`src/rtl/wb_pkg.sv`:
```
// Shared definitions for the Wishbone classic master.
// Holds the FSM state type, request size encodings, cycle type identifier
// constants and an alignment check used when a request is accepted.
package wb_pkg;

  typedef enum logic [1:0] {
    S_IDLE,
    S_CYCLE,
    S_BACKOFF,
    S_RESP
  } state_t;

  localparam logic [1:0] SZ_B = 2'd0;
  localparam logic [1:0] SZ_H = 2'd1;
  localparam logic [1:0] SZ_W = 2'd2;

  localparam logic [2:0] CTI_CLASSIC = 3'b000;
  localparam logic [2:0] CTI_EOB     = 3'b111;

  // True when the request must be rejected without a bus cycle:
  // misaligned half/word, or the reserved size encoding.
  function automatic logic bad_request(input logic [1:0] size,
                                       input logic [1:0] lo);
    logic bad;
    case (size)
      SZ_B:    bad = 1'b0;
      SZ_H:    bad = lo[0];
      SZ_W:    bad = (lo != 2'b00);
      default: bad = 1'b1;
    endcase
    return bad;
  endfunction

endpackage

```
`src/rtl/wb_lane_align.sv`:
```
// Byte lane steering for the Wishbone master (purely combinational).
//   size, addr_lo : access size and byte offset within the word
//   uns           : zero-extend loads when 1, sign-extend when 0
//   wdata         : right-aligned store data
//   dat_i         : raw 32-bit read data from the bus
//   sel           : byte lane enables
//   wdata_rep     : store data replicated across lanes
//   rdata_ext     : selected lane(s) right-aligned and extended
module wb_lane_align
  import wb_pkg::*;
(
  input  logic [1:0]  size,
  input  logic [1:0]  addr_lo,
  input  logic        uns,
  input  logic [31:0] wdata,
  input  logic [31:0] dat_i,
  output logic [3:0]  sel,
  output logic [31:0] wdata_rep,
  output logic [31:0] rdata_ext
);

  logic [31:0] shifted;

  always_comb begin
    sel       = '0;
    wdata_rep = wdata;
    rdata_ext = '0;
    shifted   = dat_i >> {addr_lo, 3'b000};
    case (size)
      SZ_B: begin
        sel       = 4'b0001 << addr_lo;
        wdata_rep = {4{wdata[7:0]}};
        rdata_ext = uns ? {24'h0, shifted[7:0]}
                        : {{24{shifted[7]}}, shifted[7:0]};
      end
      SZ_H: begin
        sel       = 4'b0011 << addr_lo;
        wdata_rep = {2{wdata[15:0]}};
        rdata_ext = uns ? {16'h0, shifted[15:0]}
                        : {{16{shifted[15]}}, shifted[15:0]};
      end
      SZ_W: begin
        sel       = 4'b1111;
        wdata_rep = wdata;
        rdata_ext = dat_i;
      end
      default: begin
        sel       = '0;
        wdata_rep = wdata;
        rdata_ext = '0;
      end
    endcase
  end

endmodule

```
`src/rtl/wb_master.sv`:
```
// Single-request Wishbone classic master.
// Accepts one load/store from the core, runs a classic bus cycle with
// retry/backoff and timeout handling, then returns a one-cycle response.
//   clk, rst                : clock, asynchronous active-high reset
//   req_*                   : core request (valid/ready handshake)
//   resp_*                  : one-cycle completion pulse, data, error flag
//   CYC/STB/WE/ADR/DAT_O/SEL/CTI_O : Wishbone master outputs
//   DAT_I/ACK/ERR/RTY       : Wishbone slave inputs
module wb_master
  import wb_pkg::*;
#(
  parameter int MAX_RETRY = 4,
  parameter int TIMEOUT   = 255
) (
  input  logic        clk,
  input  logic        rst,
  input  logic        req_valid,
  output logic        req_ready,
  input  logic [31:0] req_addr,
  input  logic [31:0] req_wdata,
  input  logic        req_we,
  input  logic [1:0]  req_size,
  input  logic        req_unsigned,
  output logic        resp_valid,
  output logic [31:0] resp_rdata,
  output logic        resp_err,
  output logic        CYC,
  output logic        STB,
  output logic        WE,
  output logic [31:0] ADR,
  output logic [31:0] DAT_O,
  input  logic [31:0] DAT_I,
  output logic [3:0]  SEL,
  output logic [2:0]  CTI_O,
  input  logic        ACK,
  input  logic        ERR,
  input  logic        RTY
);

  localparam int RW = ($clog2(MAX_RETRY + 1) > 0) ? $clog2(MAX_RETRY + 1) : 1;
  localparam int TW = ($clog2(TIMEOUT + 1) > 0) ? $clog2(TIMEOUT + 1) : 1;

  state_t        state;
  logic [RW-1:0] retry_cnt;
  logic [TW-1:0] tmo_cnt;
  logic [1:0]    lat_size;
  logic [1:0]    lat_lo;
  logic          lat_uns;
  logic          lat_we;

  logic [1:0]    al_size;
  logic [1:0]    al_lo;
  logic [3:0]    al_sel;
  logic [31:0]   al_wdata;
  logic [31:0]   al_rdata;

  // One aligner serves both acceptance (live request fields) and the
  // rest of the transaction (latched fields).
  assign al_size = (state == S_IDLE) ? req_size    : lat_size;
  assign al_lo   = (state == S_IDLE) ? req_addr[1:0] : lat_lo;

  wb_lane_align u_align (
    .size      (al_size),
    .addr_lo   (al_lo),
    .uns       (lat_uns),
    .wdata     (req_wdata),
    .dat_i     (DAT_I),
    .sel       (al_sel),
    .wdata_rep (al_wdata),
    .rdata_ext (al_rdata)
  );

  assign req_ready = (state == S_IDLE);
  assign CTI_O     = CTI_CLASSIC;

  always_ff @(posedge clk or posedge rst) begin
    if (rst) begin
      state      <= S_IDLE;
      retry_cnt  <= '0;
      tmo_cnt    <= '0;
      lat_size   <= '0;
      lat_lo     <= '0;
      lat_uns    <= 1'b0;
      lat_we     <= 1'b0;
      CYC        <= 1'b0;
      STB        <= 1'b0;
      WE         <= 1'b0;
      ADR        <= '0;
      DAT_O      <= '0;
      SEL        <= '0;
      resp_valid <= 1'b0;
      resp_err   <= 1'b0;
      resp_rdata <= '0;
    end else begin
      resp_valid <= 1'b0;
      resp_err   <= 1'b0;
      resp_rdata <= '0;
      case (state)
        S_IDLE: begin
          if (req_valid) begin
            lat_size <= req_size;
            lat_lo   <= req_addr[1:0];
            lat_uns  <= req_unsigned;
            lat_we   <= req_we;
            if (bad_request(req_size, req_addr[1:0])) begin
              state      <= S_RESP;
              resp_valid <= 1'b1;
              resp_err   <= 1'b1;
            end else begin
              state   <= S_CYCLE;
              tmo_cnt <= '0;
              CYC     <= 1'b1;
              STB     <= 1'b1;
              WE      <= req_we;
              ADR     <= {req_addr[31:2], 2'b00};
              DAT_O   <= al_wdata;
              SEL     <= al_sel;
            end
          end
        end
        S_CYCLE: begin
          if (ERR || (RTY && retry_cnt == RW'(MAX_RETRY))) begin
            state      <= S_RESP;
            resp_valid <= 1'b1;
            resp_err   <= 1'b1;
            CYC <= 1'b0; STB <= 1'b0; WE <= 1'b0; SEL <= '0;
          end else if (RTY) begin
            state     <= S_BACKOFF;
            retry_cnt <= retry_cnt + RW'(1);
            CYC <= 1'b0; STB <= 1'b0; WE <= 1'b0; SEL <= '0;
          end else if (ACK) begin
            state      <= S_RESP;
            resp_valid <= 1'b1;
            resp_rdata <= lat_we ? '0 : al_rdata;
            CYC <= 1'b0; STB <= 1'b0; WE <= 1'b0; SEL <= '0;
          end else if (tmo_cnt == TW'(TIMEOUT - 1)) begin
            state      <= S_RESP;
            resp_valid <= 1'b1;
            resp_err   <= 1'b1;
            CYC <= 1'b0; STB <= 1'b0; WE <= 1'b0; SEL <= '0;
          end else begin
            tmo_cnt <= tmo_cnt + TW'(1);
          end
        end
        S_BACKOFF: begin
          // ADR and DAT_O were held through the gap; only the strobes return.
          state   <= S_CYCLE;
          tmo_cnt <= '0;
          CYC     <= 1'b1;
          STB     <= 1'b1;
          WE      <= lat_we;
          SEL     <= al_sel;
        end
        S_RESP: begin
          state     <= S_IDLE;
          retry_cnt <= '0;
        end
        default: state <= S_IDLE;
      endcase
    end
  end

endmodule

```
`config.mk`:
```
export PLATFORM = sky130hd
export DESIGN_NAME = wb_master
export DESIGN_NICKNAME = d
export VERILOG_FILES = /design/src/rtl/wb_pkg.sv /design/src/rtl/wb_lane_align.sv /design/src/rtl/wb_master.sv
export SDC_FILE = /design/constraint.sdc
export NUM_CORES = 1
export LEC_CHECK = 0
export ABC_AREA = 1
export CAP_MARGIN = 10
export CORE_ASPECT_RATIO = 0.9
export CORE_MARGIN = 2
export CORE_UTILIZATION = 30
export CTS_BUF_LIST = sky130_fd_sc_hd__clkbuf_8
export CTS_CLUSTER_DIAMETER = 150
export DETAILED_ROUTE_END_ITERATION = 6
export GPL_TIMING_DRIVEN = 0
export PLACE_DENSITY = 0.57
export SYNTH_ARGS = -nofsm -noshare
export SYNTH_HDL_FRONTEND = slang
export SYNTH_SLANG_ARGS = --single-unit
export TNS_END_PERCENT = 10
```
`constraint.sdc`:
```
create_clock -name clk -period 5.5 [get_ports clk]
set_input_delay 1.1 -clock clk [delete_from_list [all_inputs] [get_ports clk]]
set_output_delay 1.1 -clock clk [all_outputs]
set_load 0.02 [all_outputs]
```
# Word-level counts from Yosys, hierarchy flattened

Index checks and enable logic that the tools add are counted.

Input port bits: 106
Bits in registers: 121
Word-level logic and storage cells: 112
Output and inout port bits: 109

Shifts and indexed selects: 3
Bitwise logic cells: 1
Add/sub/neg operators: 2
Equality and inequality tests: 17
Muxes and demuxes: 60
Reductions and logical operators: 14

Operators by type and width:

| kind                                           | number |
|---|---|
| 2-to-1 mux 32 bit                              | 7 |
| case mux 32 bit (3 select lines)               | 1 |
| case mux 32 bit (2 select lines)               | 1 |
| 2-to-1 mux 8 bit                               | 6 |
| >> shifter 32 x 5 -> 16 bit                    | 1 |
| 2-to-1 mux 4 bit                               | 6 |
| case mux 4 bit (3 select lines)                | 2 |
| case mux 8 bit (3 select lines)                | 1 |
| 2-to-1 mux 1 bit                               | 19 |
| 2-to-1 mux 2 bit                               | 8 |
| inequality test 2 bit (second input constant)  | 7 |
| case mux 1 bit (3 select lines)                | 3 |
| adder 8 x 1 -> 8 bit (second input constant)   | 1 |
| == test 2 bit (second input constant)          | 4 |
| == test 8 bit (second input constant)          | 1 |
| case mux 2 bit (4 select lines)                | 1 |
| AND reduction 7 bit                            | 1 |
| == test 2 x 1 -> 1 bit (second input constant) | 3 |
| logical NOT 2 bit                              | 3 |
| 2-to-1 mux 3 bit                               | 2 |
| case mux 3 bit (2 select lines)                | 1 |
| AND reduction 3 bit                            | 2 |
| inequality test 5 bit (second input constant)  | 1 |
| case mux 1 bit (2 select lines)                | 2 |
| 11 further kinds                               | 13 |

# Logic depth before layout (Yosys ltp)

Depth after elaboration: 10
Mapped depth: 12
Mapped depth without buffers: 11

# Cells and area by module

From an unflattened synthesis, not the netlist that was laid out.

Cell total of the unflattened synthesis: 822
Area total of the unflattened synthesis: 6556.3 sq um

By module, submodules not included:

| module        | cells an instance | instances | area each (sq um) | sequential area each (sq um) |
|---|---|---|---|---|
| wb_master     | 554               | 1         | 5240.0            | 3027.9 |
| wb_lane_align | 268               | 1         | 1316.3            | 0.0 |

# Worst setup path after synthesis

No wires, ideal clock.

Path kind: input to register
From: input req_addr[0]
To: register DAT_O[10]
Cell stages on the path: 6
Required time: 5.370 ns
Data arrival time: 1.996 ns
Setup time: 0.130 ns
Slack: 3.374 ns
Buffers on the path: 2
Path through: inv_1 nand3_1 a21oi_2 buf_2 buf_2 a31oi_1

Longest elaborated chain between the ends: 6

Ends and longest elaborated chain:

| item                                     | line             | source |
|---|---|---|
| from (decl)                              | wb_master.sv:19  | `input logic [31:0] req_addr,` |
| nonzero test 2 bit                       | wb_pkg.sv:28     | `SZ_W: bad = (lo != 2'b00);` |
| case mux 1 bit (3 select lines) (*)      | wb_pkg.sv:25     | `case (size)` |
| 2-to-1 mux 1 bit (*)                     | wb_master.sv:100 | `if (req_valid) begin` |
| 2-to-1 mux 1 bit (*)                     | wb_master.sv:98  | `case (state)` |
| NOT 1 bit (no source line) (*)           | n/a              |  |
| AND reduction 3 bit (no source line) (*) | n/a              |  |
| to (signal assigned)                     | wb_master.sv:116 | `DAT_O <= al_wdata;` |
| to (decl)                                | wb_master.sv:31  | `output logic [31:0] DAT_O,` |

Every way passes the cells marked *; elsewhere a longest branch is shown, timed or not. The select of a mux whose other input is x is not followed.
A chain may end at the register's enable or synchronous reset.

# Worst setup path in the final report

From: register state[0]
To: output req_ready

Longest elaborated chain between the ends: 1

Ends and longest elaborated chain:

| item                   | line             | source |
|---|---|---|
| from (decl)            | wb_master.sv:43  | `state_t state;` |
| from (signal assigned) | wb_master.sv:78  | `state <= S_IDLE;` |
| from (signal assigned) | wb_master.sv:106 | `state <= S_RESP;` |
| from (signal assigned) | wb_master.sv:110 | `state <= S_CYCLE;` |
| logical NOT 2 bit      | wb_master.sv:73  | `assign req_ready = (state == S_IDLE);` |
| to (decl)              | wb_master.sv:18  | `output logic req_ready,` |

No other way between the ends.

==> results.md <==
STA:
- The minimum setup slack in the final design is approximately 2400 ps.
- The count of endpoints failing setup in the final report is 0.
- The max-slew violation count is 0.
- Setup repair after global routing left no endpoint under its margin.
- Across all hold checks on the routed design, the worst slack comes to about 470 ps.
- The final critical path takes up between 50 and 60% of the cycle.
- The setup TNS after final layout is 0 ps.
- The routed design could run at a clock period as short as between 3000 and 4000 ps.
- The post-route clock skew is between 15 and 20 ps.
- Timing would allow up to 324 MHz.
- The number of hold violations in the final report was 0.
- In this run the tightest slew margin relative to its limit is 60.6%.
- The transition time at the pin with the least slew margin is ~590 ps.

CTS:
- The clock transition at the register clock pins on the worst setup and hold paths after CTS is approximately 80 ps.
- Clock tree synthesis selected as its root buffer the cell sky130_fd_sc_hd__clkbuf_8.
- The latest clock arrival within the worst-skew pair is between 400 and 500 ps.
- Buffers added to address setup during post-CTS repair amount to 0.
- The number of gates given a new drive strength after cts is 0.
- The maximum clock path buffer count is 2.
- The TritonCTS clock tree is yes.
- The quantity of hold-fixing buffers added after cts is 0.
- CTS built an H-tree with a depth of 4.
- The number of clock buffers inserted by TritonCTS is 17.
- The clock sink total is between 100 and 150.

Drt:
- The residual antenna-violating net count after detailed routing is 0.
- Summed over all layers, the routed wires come to 20.0 mm.
- The via count is about 6,000.
- Before antenna repair, the detailed router went through 5 iterations.
- The via density per instance is 4.53.
- For this run, design rule violations remaining after detail routing come to 0.
- The post-detailed-route wirelength per cell is roughly 15 um.
- The detailed router finished its first iteration with 430 violations.

Setup path:
- For this design, the slowest cell found on the critical path is sky130_fd_sc_hd__clkdlybuf4s50_1.
- The startpoint identified for the worst register-to-register timing path is state[0].
- By startpoint and endpoint, the worst setup path is classified as reg -> out.
- Grouping stages by cell kind, the critical path spends the most delay in buffers and inverters.
- The critical path goes through inv_1, ha_1, clkdlybuf4s50_1.
- STA classifies the critical path endpoint as an output pin.
- STA puts the critical path data arrival time at ~2000 ps.
- The critical path buffer and inverter count is 2.
- The critical path required time is ~4400 ps.
- The maximum fanout along the worst path is 6.
- The delay of the slowest cell on the worst path is 670 ps.
- The critical path starts at state[0].
- The startpoint kind of the worst setup timing path is a flip-flop.

Synthesis:
- The proportion of synthesized area in mux cells is 0%.
- A synthesized cell averages just under 8 um^2.
- The synthesized netlist devotes between 30% and 40% of its cell area to simple gates.
- The synthesized netlist devotes 6.80% of its cell area to compound gates.
- The distinct cell type count after synthesis is 32.
- The post-synthesis cell area is a little over 6000 um^2.
- The share of synthesized cell area in full adder, half adder and majority cells is between 1.5 and 2%.
- The count of mapped cells out of synthesis is slightly below 800.
- The synthesis warning total is 0.
- Synthesis inferred ~120 register bits.
- The post-synthesis sequential area ratio is between 40 and 50%.
- After synthesis, the largest family of logic cells by area is simple AND/OR/NAND/NOR gates.
- The area share of xor/xnor cells in the synthesized design is less than 1%.

Die:
- From left edge to right edge, the die measures between 150 and 200 um.
- After floorplanning, the core was divided into 49 placement rows.
- The initial core utilization is 30.7%.
- The die outline area is about 22,000 um^2.
- The boundary pin count is 215.
- The region available for standard cell placement spans 20,100 um^2.
- The chip height is 140 um.

Global routing:
- Entering global routing, the biggest net connects 70 pins.
- The first-pass GRT wire length is slightly above 30 mm.
- The number of antenna violations at the first check in global routing is 0.
- The total congestion overflow is 0.
- The via count of the first global-routing pass is between 5,000 and 6,000.
- The total global-route track usage is 18.4%.

Pwr:
- The total power density per cell area is around 530 nW/um^2.
- IR analysis of the VDD net gives a maximum drop of ~230 uV.
- The leakage power total is 4.50 nW.
- The internal power of the cells is about 0.0026 W.
- The share of power burned in combinational logic is between 50% and 60%.
- The net load switching power is about 0.0022 W.
- The share of total power dissipated in the clock network is between 15 and 20%.
- Sequential cells account for 28.1% of the total power.
- Of the total power, the share spent switching nets is roughly 46%.

Cells and area:
- The final standard cell count with taps included and fillers excluded is 1,292.
- The antenna diode count is 0.
- The most common cell after layout, fill and taps aside is sky130_fd_sc_hd__nand2_1.
- Fill cells in the final layout number roughly 2,000.
- The count of nets after finishing is 1,138.
- For this run, the share of the core covered by cells in the final layout is ~45%.
- The area overhead of the layout relative to synthesis is 45.7%.
- In the layout the commonest cells are sky130_fd_sc_hd__nand2_1, sky130_fd_sc_hd__clkdlybuf4s50_1, sky130_fd_sc_hd__dfrtp_1.
- In the final layout, the share of cells above drive strength 1 is between 10% and 20%.

Placement:
- The worst-case setup slack after placement is 2480 ps.
- The count of buffers from port buffering is roughly 210.
- The routability congestion estimate from global placement is between 0.8 and 0.9.
- Once detailed placement completed, the half-perimeter wirelength came to 15.2 mm.
- The number of placed cells counting well taps is between 1,000 and 1,500.

Run:
- The number of max-capacitance violations reported is 0.

Worst hold path:
- The source of the worst hold timing path is ADR[15].
- The path class of the tightest hold or removal check is reg -> reg.

Outcome:
- The flow ran to the end, and the final reports show no timing, DRC or antenna violations.
==> cells in the mapped netlist, drive strengths merged <==
library cell	number	share of area (%)
inv	67	4.1
xor2	7	0.99
clkbuf	4	0.24
dfrtp	121	49
a21boi	1	0.12
nand3	65	6.4
ha	8	1.6
buf	34	3.7
conb	1	0.061
nand2	334	21
nand4	10	1.0
nor3	1	0.081
or2	13	1.3
nor2	52	3.6
a31oi	23	2.3
o21ai	34	2.8
a21oi	16	1.5
==> worst min-delay path, stage by stage (launching register included) <==
cell and delay (ps):
sky130_fd_sc_hd__dfrtp_1 340, sky130_fd_sc_hd__nand2_1 50, sky130_fd_sc_hd__nand2_1 50
==> flip-flops by register name (all words and copies together), names as in the netlist, 2 cells and up <==
signal and flops:
ADR 30, lat_lo 2, retry_cnt 3, SEL 4, state 2, lat_size 2
resp_rdata 32, DAT_O 32, tmo_cnt 8
==> final cells by class <==
| type | count | area (um^2) | share of cell area [%] |
|---|---|---|---|
| buffer | 38 | 241 | 2.68 |
| clock buffer | 20 | 275 | 3.06 |
| clock inverter | 12 | 90.1 | 1.00 |
| inverter | 67 | 259 | 2.88 |
| multi-input combinational | 569 | 2670 | 29.7 |
| sequential | 121 | 3030 | 33.6 |
| tap | 255 | 319 | 3.54 |
| timing repair buffer | 210 | 2120 | 23.5 |
==> final timing paths <==
kind | slack [ps] | to | depth (start not counted)
setup / recovery | 2420 | req_ready | 3
hold / removal | 470 | ADR[15] | 2
max in group asynchronous | 3690 | resp_rdata[15] | 3
setup reg to reg | 3160 | resp_rdata[9] | 11
hold reg to reg | 470 | ADR[15] | 2
min in group asynchronous | 1080 | DAT_O[17] | 2
==> metal layers <==
layer,track usage [%],up-vias,wire length [um]
met4,4.15,0,195
met5,0,-,0
met1,25.7,2676,9300
met2,28.5,209,9030
met3,5.35,12,1480
li1,-,2954,-
==> power groups by stage <==
stage	combinational [W]	clock [W]	sequential [W]
finish	0.00271	0.000749	0.00135
global route	0.00298	0.000815	0.00139
CTS	0.00274	0.000775	0.00135
detailed placement	0.00273	0	0.00137
global placement	0.00271	0	0.00136
floorplan	0.00134	0	0.00167
==> kinds of logic (layout without fill, tap and decap cells) <==
logic type,count (synthesis),in the layout
simple gates,475,475
compound gates,74,74
xor+xnor,7,7
buf+inv,105,347
fa+ha+maj,8,8
flops,121,121
other cells,1,5
==> per-stage QoR <==
stage,instance area (um^2),total power (W)
6_report,9000,0.00481
5_1_grt,9000,0.00518
4_1_cts,9000,0.00487
3_5_place_dp,8640,0.00410
3_3_place_gp,8610,0.00407
2_1_floorplan,6190,0.00301
Power figures use the tool's default switching activity.
